[src/rtl/fetch_pkg.sv]
// Shared types and constants for the instruction fetch stage.
package fetch_pkg;

  typedef enum logic [1:0] {
    BOOT  = 2'd0,
    RUN   = 2'd1,
    DRAIN = 2'd2
  } fetch_state_t;

  localparam logic [31:0] NOP_INSTR = 32'h0000_0013;

  typedef struct packed {
    logic [31:0] instr;
    logic [31:0] pc;
  } fetch_entry_t;

endpackage

[src/rtl/fetch_fifo.sv]
// Synchronous FIFO of fetch entries with occupancy count and single-cycle flush.
module fetch_fifo
  import fetch_pkg::*;
#(
  parameter  int DEPTH = 2,
  localparam int CW    = $clog2(DEPTH + 1)
) (
  input  logic          clk,
  input  logic          rst,
  input  logic          flush,
  input  logic          push,
  input  fetch_entry_t  push_data,
  input  logic          pop,
  output fetch_entry_t  head,
  output logic [CW-1:0] count
);

  localparam int AW = $clog2(DEPTH);

  fetch_entry_t  mem [DEPTH];
  logic [AW-1:0] wr_ptr;
  logic [AW-1:0] rd_ptr;
  logic          do_push;
  logic          do_pop;

  assign do_pop  = pop && (count != '0);
  // A full FIFO may still accept a push when the head leaves in the same cycle.
  assign do_push = push && ((count != CW'(DEPTH)) || do_pop);

  // NOTE: state registers use non-blocking assignments so every flop samples pre-edge values.
  always_ff @(posedge clk or posedge rst) begin
    if (rst) begin
      wr_ptr <= '0;
      rd_ptr <= '0;
      count  <= '0;
    end else if (flush) begin
      wr_ptr <= '0;
      rd_ptr <= '0;
      count  <= '0;
    end else begin
      if (do_push) wr_ptr <= wr_ptr + 1'b1;
      if (do_pop)  rd_ptr <= rd_ptr + 1'b1;
      count <= count + CW'(do_push) - CW'(do_pop);
    end
  end

  // NOTE: storage is deliberately not reset; count alone decides which entries are valid.
  always_ff @(posedge clk) begin
    if (do_push && !flush) mem[wr_ptr] <= push_data;
  end

  assign head = mem[rd_ptr];

endmodule

[src/rtl/fetch_unit.sv]
// Instruction fetch stage: PC register, credit-limited imem requests, buffered decode handoff.
// Define FETCH_PERF_EN to add the FetchCount / FlushCount performance counters.
module fetch_unit
  import fetch_pkg::*;
#(
  parameter logic [31:0] RESET_PC   = 32'h0000_0000,
  parameter int          FIFO_DEPTH = 2
) (
  input  logic        CLK,
  input  logic        RESET,
  output logic        ImemReqValid,
  input  logic        ImemReqReady,
  output logic [31:0] ImemAddr,
  input  logic        ImemRspValid,
  input  logic [31:0] ImemRspData,
  output logic        InstValid,
  input  logic        InstReady,
  output logic [31:0] Instruction,
  output logic [31:0] InstPC,
  input  logic        PCSrc,
  input  logic [31:0] BranchTarget
`ifdef FETCH_PERF_EN
  ,
  output logic [31:0] FetchCount,
  output logic [31:0] FlushCount
`endif
);

  localparam int CW = $clog2(FIFO_DEPTH + 1);

  fetch_state_t  state, state_next;
  logic [31:0]   pc, pc_next;
  logic [CW-1:0] drop_cnt, drop_next;
  logic [CW-1:0] inflight;
  logic [CW-1:0] occupancy;
  logic [CW:0]   pending;
  logic          req_fire;
  logic          redirect;
  logic          rsp_keep;
  logic          pop_raw;
  logic          pop_ok;
  fetch_entry_t  pcq_in, pcq_head;
  fetch_entry_t  buf_in, buf_head;

  assign redirect = PCSrc && (state != BOOT);
  assign pop_raw  = InstValid && InstReady;
  assign pop_ok   = pop_raw && !redirect;
  assign rsp_keep = ImemRspValid && (drop_cnt == '0) && !redirect;

  // A decode pop this cycle frees its slot, which sustains one fetch per cycle.
  assign pending      = (CW+1)'(inflight) + (CW+1)'(occupancy) - (CW+1)'(pop_raw);
  assign ImemReqValid = (state == RUN) && (pending < (CW+1)'(FIFO_DEPTH));
  assign req_fire     = ImemReqValid && ImemReqReady;

  // NOTE: defaults first so every path assigns every output and no latch is inferred.
  always_comb begin
    state_next = state;
    pc_next    = pc;
    drop_next  = drop_cnt;
    if (req_fire) pc_next = pc + 32'd4;
    if (ImemRspValid && (drop_cnt != '0)) drop_next = drop_cnt - 1'b1;
    if (redirect) begin
      pc_next   = BranchTarget & ~32'h3;
      drop_next = inflight + CW'(req_fire) - CW'(ImemRspValid);
    end
    case (state)
      BOOT:       state_next = RUN;
      RUN, DRAIN: state_next = (drop_next != '0) ? DRAIN : RUN;
      default:    state_next = BOOT;
    endcase
  end

  always_ff @(posedge CLK or posedge RESET) begin
    if (RESET) begin
      state    <= BOOT;
      pc       <= RESET_PC;
      drop_cnt <= '0;
    end else begin
      state    <= state_next;
      pc       <= pc_next;
      drop_cnt <= drop_next;
    end
  end

  assign pcq_in = '{instr: NOP_INSTR, pc: pc};

  always_comb begin
    buf_in       = pcq_head;
    buf_in.instr = ImemRspData;
  end

  // Responses return in order, so the PC queue head always names the arriving word.
  fetch_fifo #(.DEPTH(FIFO_DEPTH)) u_pc_queue (
    .clk       (CLK),
    .rst       (RESET),
    .flush     (1'b0),
    .push      (req_fire),
    .push_data (pcq_in),
    .pop       (ImemRspValid),
    .head      (pcq_head),
    .count     (inflight)
  );

  fetch_fifo #(.DEPTH(FIFO_DEPTH)) u_inst_buf (
    .clk       (CLK),
    .rst       (RESET),
    .flush     (redirect),
    .push      (rsp_keep),
    .push_data (buf_in),
    .pop       (pop_raw),
    .head      (buf_head),
    .count     (occupancy)
  );

  assign ImemAddr    = pc;
  assign InstValid   = (occupancy != '0);
  assign Instruction = InstValid ? buf_head.instr : NOP_INSTR;
  assign InstPC      = InstValid ? buf_head.pc : RESET_PC;

`ifdef FETCH_PERF_EN
  always_ff @(posedge CLK or posedge RESET) begin
    if (RESET) begin
      FetchCount <= '0;
      FlushCount <= '0;
    end else begin
      if (pop_ok)   FetchCount <= FetchCount + 32'd1;
      if (redirect) FlushCount <= FlushCount + 32'd1;
    end
  end
`endif

endmodule

[config.mk]
export PLATFORM = sky130hd
export DESIGN_NAME = fetch_unit
export DESIGN_NICKNAME = d
export VERILOG_FILES = /design/src/rtl/fetch_pkg.sv /design/src/rtl/fetch_fifo.sv /design/src/rtl/fetch_unit.sv
export SDC_FILE = /design/constraint.sdc
export NUM_CORES = 1
export LEC_CHECK = 0
export ABC_AREA = 1
export BUFFER_PORTS_ARGS = -buffer_cell sky130_fd_sc_hd__buf_2
export CAP_MARGIN = 20
export CORE_UTILIZATION = 50
export DETAILED_ROUTE_END_ITERATION = 10
export PLACE_DENSITY = 0.69
export REMOVE_ABC_BUFFERS = 1
export SYNTH_ARGS = -nofsm -noshare
export SYNTH_HDL_FRONTEND = slang
export SYNTH_SLANG_ARGS = --single-unit
[constraint.sdc]
create_clock -name CLK -period 7.4 [get_ports CLK]
set_input_delay 0.37 -clock CLK [delete_from_list [all_inputs] [get_ports CLK]]
set_output_delay 0.37 -clock CLK [all_outputs]
set_load 0.01 [all_outputs]
* Yosys cells after proc, flatten, opt, wreduce, memory -nomap -nowiden
Memories as Yosys holds them, arrays and structs flattened.
Cells that the tools add are included.
** Operators by class
- Add/sub/neg operators :: 14
- $lt $le $gt $ge :: 1
- Equality and inequality tests :: 4
- Muxes and demuxes :: 17
- Reduce and logical (&&, ||, !) cells :: 26
** Operators with widths (number)
- $mux W32 :: 4
- $add A32 B3 Y32 const B :: 1
- $reduce_bool A2 Y1 :: 8
- $logic_and A1 B1 Y1 :: 12
- $mux W1 :: 8
- $mux W2 :: 4
- $add A2 B1 Y2 :: 3
- $sub A2 B1 Y2 :: 3
- $add A1 B1 Y1 const B :: 4
- $logic_not A2 Y1 :: 2
- $ne A2 B2 Y1 const B :: 2
- $pmux W2 S2 :: 1
- $add A2 B2 Y3 :: 1
- $lt A3 B2 Y1 const B :: 1
- $sub A3 B1 Y3 :: 1
- $eq A2 B1 Y1 const B :: 1
- $eq A2 B2 Y1 const B :: 1
- $logic_or A1 B1 Y1 :: 2
- $reduce_or A2 Y1 :: 1
- $sub A2 B1 Y2 const B :: 1
- $logic_not A1 Y1 :: 1
** Word-level totals
- Register bits :: 44
- Memory bits (writable) :: 192
- Memories :: 2
** Memory list
- u_inst_buf.mem :: words 2, bits a word 64, rd ports 1, clocked after memory_dff 0, wr ports 1, line fetch_fifo.sv:20 : fetch_entry_t mem [DEPTH];
- u_pc_queue.mem :: words 2, bits a word 32, rd ports 1, clocked after memory_dff 0, wr ports 1, line fetch_fifo.sv:20

* Longest topological paths before layout
- Depth in word-level cells :: 12
- Gate-level depth with buffers :: 18
- Mapped depth without buffers :: 18

* Cells and area by module
A second synthesis with hierarchy kept.
** Unflattened totals
- Cell total of the unflattened synthesis :: 1322
- Area total of the unflattened synthesis :: 13193.9 um^2
** Modules (own cells, without submodules)
- fetch_fifo at u_inst_buf :: instances 1, cells an instance 371, area each 4936.0 um^2
- fetch_fifo at u_pc_queue :: instances 1, cells an instance 371, area each 4907.2 um^2
- fetch_unit :: instances 1, cells an instance 580, area each 3350.7 um^2

* Least setup slack after synthesis
Ideal clock, no wire load.
- Kind :: register -> register
- Start point :: register state[0]
- End point :: memory u_inst_buf.mem[0][10] (netlist name), enable pin
- Setup time :: 482 ps
- Arrival :: 3782 ps
- Slack :: 3135 ps
- Stages on the path, launching flop included :: 8
- Path buffers :: 1
- Period minus slack after synthesis :: 4265 ps
- Cell sequence :: dfrtp_1 > inv_1 > ha_1 > nor2_4 > inv_4 > buf_2 > nand4_1 > nor2_1
** Between the ends
- Word-level cells in the longest chain between the ends :: 8
** RTL lines
- start: declaration :: line fetch_unit.sv:31 : fetch_state_t state, state_next;
- start signal: assignment :: line fetch_unit.sv:79 : state <= state_next;
- $reduce_bool A2 Y1 * :: line fetch_unit.sv:45 : assign redirect = PCSrc && (state != BOOT);
- $logic_and A1 B1 Y1 * :: line fetch_unit.sv:45
- $logic_not A1 Y1 * :: line fetch_fifo.sv:49, fetch_unit.sv:48
- $logic_and A1 B1 Y1 :: line fetch_unit.sv:48 : assign rsp_keep = ImemRspValid && (drop_cnt == '0) && !redirect;
- $logic_and A1 B1 Y1 :: line fetch_fifo.sv:28 : assign do_push = push && ((count != CW'(DEPTH)) || do_pop);
- $logic_and A1 B1 Y1 * :: line fetch_fifo.sv:49 : if (do_push && !flush) mem[wr_ptr] <= push_data;
- $mux W1 * :: line fetch_fifo.sv:49
- $mux W1 (not written as such) * :: line fetch_fifo.sv:49
- end: declaration :: line fetch_fifo.sv:20
Mark *: on every way between the ends. The rest lies on a longest branch, timed or not.

* Final worst setup path
- Start point :: register u_inst_buf.count[1]
- End point :: memory u_pc_queue.mem[0][17] (netlist name), enable pin
** Between the ends
- Word-level cells in the longest chain between the ends :: 9
- Elaborated cells between the ends (all ways) :: 10
- Classes of those cells :: 2 x add/sub; 1 x order compare; 2 x mux; 5 x reduce/logical
** RTL lines
- start: declaration :: line fetch_fifo.sv:15 : output logic [CW-1:0] count
- start signal: assignment :: line fetch_fifo.sv:43 : count <= count + CW'(do_push) - CW'(do_pop);
- branches (longest 2 deep; another with $add A2 B2 Y3)
- $sub A3 B1 Y3 * :: line fetch_unit.sv:51 : assign pending = (CW+1)'(inflight) + (CW+1)'(occupancy) - (CW+1)'(pop_raw);
- $lt A3 B2 Y1 * :: line fetch_unit.sv:52 : assign ImemReqValid = (state == RUN) && (pending < (CW+1)'(FIFO_DEPTH));
- $logic_and A1 B1 Y1 * :: line fetch_unit.sv:52
- $logic_and A1 B1 Y1 * :: line fetch_unit.sv:53 : assign req_fire = ImemReqValid && ImemReqReady;
- $logic_and A1 B1 Y1 * :: line fetch_fifo.sv:28
- $mux W1 * :: line fetch_fifo.sv:49
- $mux W1 (not written as such) * :: line fetch_fifo.sv:49
- end: declaration :: line fetch_fifo.sv:20
Mark *: on every way between the ends.

==> impl_metrics.toml <==
[setup_path]
cp-end-kind = "register"
rrSetupSlack_ns = 3.53
worst_ep_required_time_ns = 7.54
r2r-end = "u_pc_queue.mem[0][17]"
cp.arrival_ns = 4.01
worstSetupStartpointType = "register"
worstRegToRegCells = 14
worstReg2RegStart = "u_inst_buf.count[1]"
crit_fanout = 62
worstSetupPathType = "register to register"

[yosys]
ys_seq_area_frac = 0.6578
synth_edf_count = 184
synth-main-ff-cell = "edfxtp_1"
synth_cell_types = 40
async_flop_share = 0.1858
yosysWarnings = 0
syn-cell-area_sq_um = 9997
synth_area_per_cell_sq_um = 10.30
synth-seq-cells = 226
synthCells = 971

[timing]
tightestPinTransition_ns = 0.9551
fmax_mhz = 258.5
setup_viol = 0
slew_violations = 0
hold_ws_ns = 0.009963
relSlewSlack = 0.3626
skew_ns = 0.02117
final.period_utilization = 0.5227
fin_crit_ns = 3.868
fin_tns_setup_ns = 0
rsz0062_at_grt = "false"
finalHoldViolations = 0

[grt]
grtUsageMet1 = 0.2641
antenna_found_initial = 0
grt_pass1_wl_microns = 31880
grt.overflow.total = 0
gr-max-usage-layer = "met2"
grt_usage = 0.1987
grt_max_degree = 65
grt_util_met3 = 0.02899
met2_usage = 0.3436
grt_pass1_vias = 6353

[route]
drt_iter0_drc = 396
vias = 6987
routed_via_density = 4.948
drtAntennaViolNets = 0
remaining_drc_errors = 0
wire_per_inst_microns = 14.44
drt_wl_total_microns = 20390
drtPass1Iterations = 4

[die]
initial_core_util = 0.5120
rows = 51
core_sq_um = 19530
die_area_sq_um = 20560
fp.dieW_microns = 143.4
fp.dieH_microns = 143.4
io_pins = 168

[layout]
drive_gt1_frac = 0.2188
post-route-util = 0.6078
fin_nets = 1213
syn_to_final_growth_pct = 18.72
diodes = 0

[clock_tree]
worstSkewPairLatency_ns = 0.51
cts_resized = 0
cts-root-buf = "clkbuf_16"
htreeDepth = 1
clock_sinks = 226
path_clk_slew_ns = 0.06
cts_hold_buf = 0
clockBufferDepth = 3
cts_tree = "built"
cts_inserted_buffers = 24
cts_setup_buffers = 0

[worst_hold_path]
hold_path.class = "input port to asynchronous set/reset pin"

[outcome]
status = "complete, no violations"

[placement]
hpwl_microns = 12370
globalplace.congestion = 0.8907
port-buffer-count = 161

[power_and_ir_drop]
ir_drop_mv = 0.2501
power_leakage_uw = 0.005121
cellPowerDensity_nw_per_um2 = 401.8
power.total_uw = 4769

[run]
cap_violations = 0
-- logic make-up (layout without fill, tap and decap cells) --
group | count (synthesis) | after routing | share of synthesized area
AND/OR/NAND/NOR | 518 | 518 | 0.2184
AO/OA/AOI/OAI | 96 | 96 | 0.05056
buffers and inverters | 104 | 277 | 0.04405
XOR/XNOR | 12 | 12 | 0.01051
other | 1 | 4 | 0.0003751
adder cells (fa/ha/maj) | 14 | 14 | 0.01827
flip-flops | 226 | 226 | 0.6578
-- registers in the layout, indices dropped and copies added (netlist names) --
name	count
ImemAddr	30
drop_cnt	2
state	2
u_inst_buf.count	2
u_inst_buf.mem	124
u_inst_buf.rd_ptr	1
u_inst_buf.wr_ptr	1
u_pc_queue.count	2
u_pc_queue.mem	60
u_pc_queue.rd_ptr	1
u_pc_queue.wr_ptr	1
-- worst max path at each step --
stage	end	slack (ns)	startpoint	cells past startpoint
3_3_place_gp	u_pc_queue.mem[1][25]	3.56	u_inst_buf.count[1]	14
6_report	u_pc_queue.mem[0][17]	3.53	u_inst_buf.count[1]	14
3_5_place_dp	u_pc_queue.mem[1][23]	3.48	u_inst_buf.count[1]	14
5_1_grt	u_pc_queue.mem[1][11]	3.26	u_inst_buf.count[1]	14
4_1_cts	u_pc_queue.mem[0][17]	3.46	u_inst_buf.count[1]	14
2_1_floorplan	u_pc_queue.mem[0][10]	1.60	u_inst_buf.count[1]	12
-- synth_stat cells, drive strengths merged, types with 8 or more instances --
master | n | area, sq um
nor2 | 98 | 475.5
a21oi | 68 | 340.3
dfrtp | 42 | 1051
ha | 13 | 162.7
buf | 17 | 101.4
xor2 | 8 | 70.07
edfxtp | 184 | 5525
inv | 63 | 239.0
nand3 | 45 | 225.2
clkbuf | 24 | 100.1
o21ai | 19 | 95.09
nand2 | 361 | 1395
-- worst max-delay path, stage by stage (launching register included) --
cell	delay, ns
dfrtp_1	0.43
nor2_4	0.11
buf_4	0.57
nor2_1	0.19
ha_1	0.33
inv_1	0.08
nand2_1	0.06
fa_1	0.49
nand2_1	0.06
inv_2	0.06
nand3_1	0.13
nor2_4	0.30
o31ai_2	0.19
nor2_2	0.11
buf_4	0.37
-- cell type report --
cell class / instances / area (sq um)
Clock inverter: 13 / 150.1
Sequential cell: 226 / 6578
Tap cell: 265 / 331.6
Fill cell: 1626 / 7657
Multi-Input combinational cell: 644 / 3019
Clock buffer: 31 / 678.2
Inverter: 63 / 239.0
Timing Repair Buffer: 170 / 873.3
-- layer usage --
layer  up-vias  wire length [microns]
met5         -                      0
li1       3517                      -
met4         0                    312
met2       188                   9859
met3        26                   1194
met1      3256                   9018
-- through the flow --
step                worst slack [ns]  cell area (sq um)  instances
floorplan                      1.600               9807        933
global placement               3.555              11040       1368
detailed placement             3.480              11040       1368
CTS                            3.457              11870       1412
global route                   3.259              11870       1412
finish                         3.532              11870       1412
-- power by group --
group | leakage, uW | internal (uW) | switching [uW]
clock network | 0.000413 | 753 | 471
logic | 0.00254 | 529 | 1080
registers | 0.00216 | 1710 | 229
-- placed cells by master (no fill, tap or decap), types with 4 or more instances in the layout --
cell type,Yosys,layout
nand3_1,45,45
o21ai_0,17,17
nor2_2,6,8
nor2_4,8,11
conb_1,1,4
xor2_1,8,8
buf_4,5,9
dfrtp_1,42,41
xnor2_1,4,4
clkinv_2,0,6
edfxtp_1,184,184
ha_1,13,13
inv_1,59,59
nand2_2,7,7
buf_2,9,161
nand2_1,351,351
nor2_1,82,77
clkbuf_16,0,25
a21oi_1,68,68
nor3_1,5,5
(Power assumes the default switching activity.)
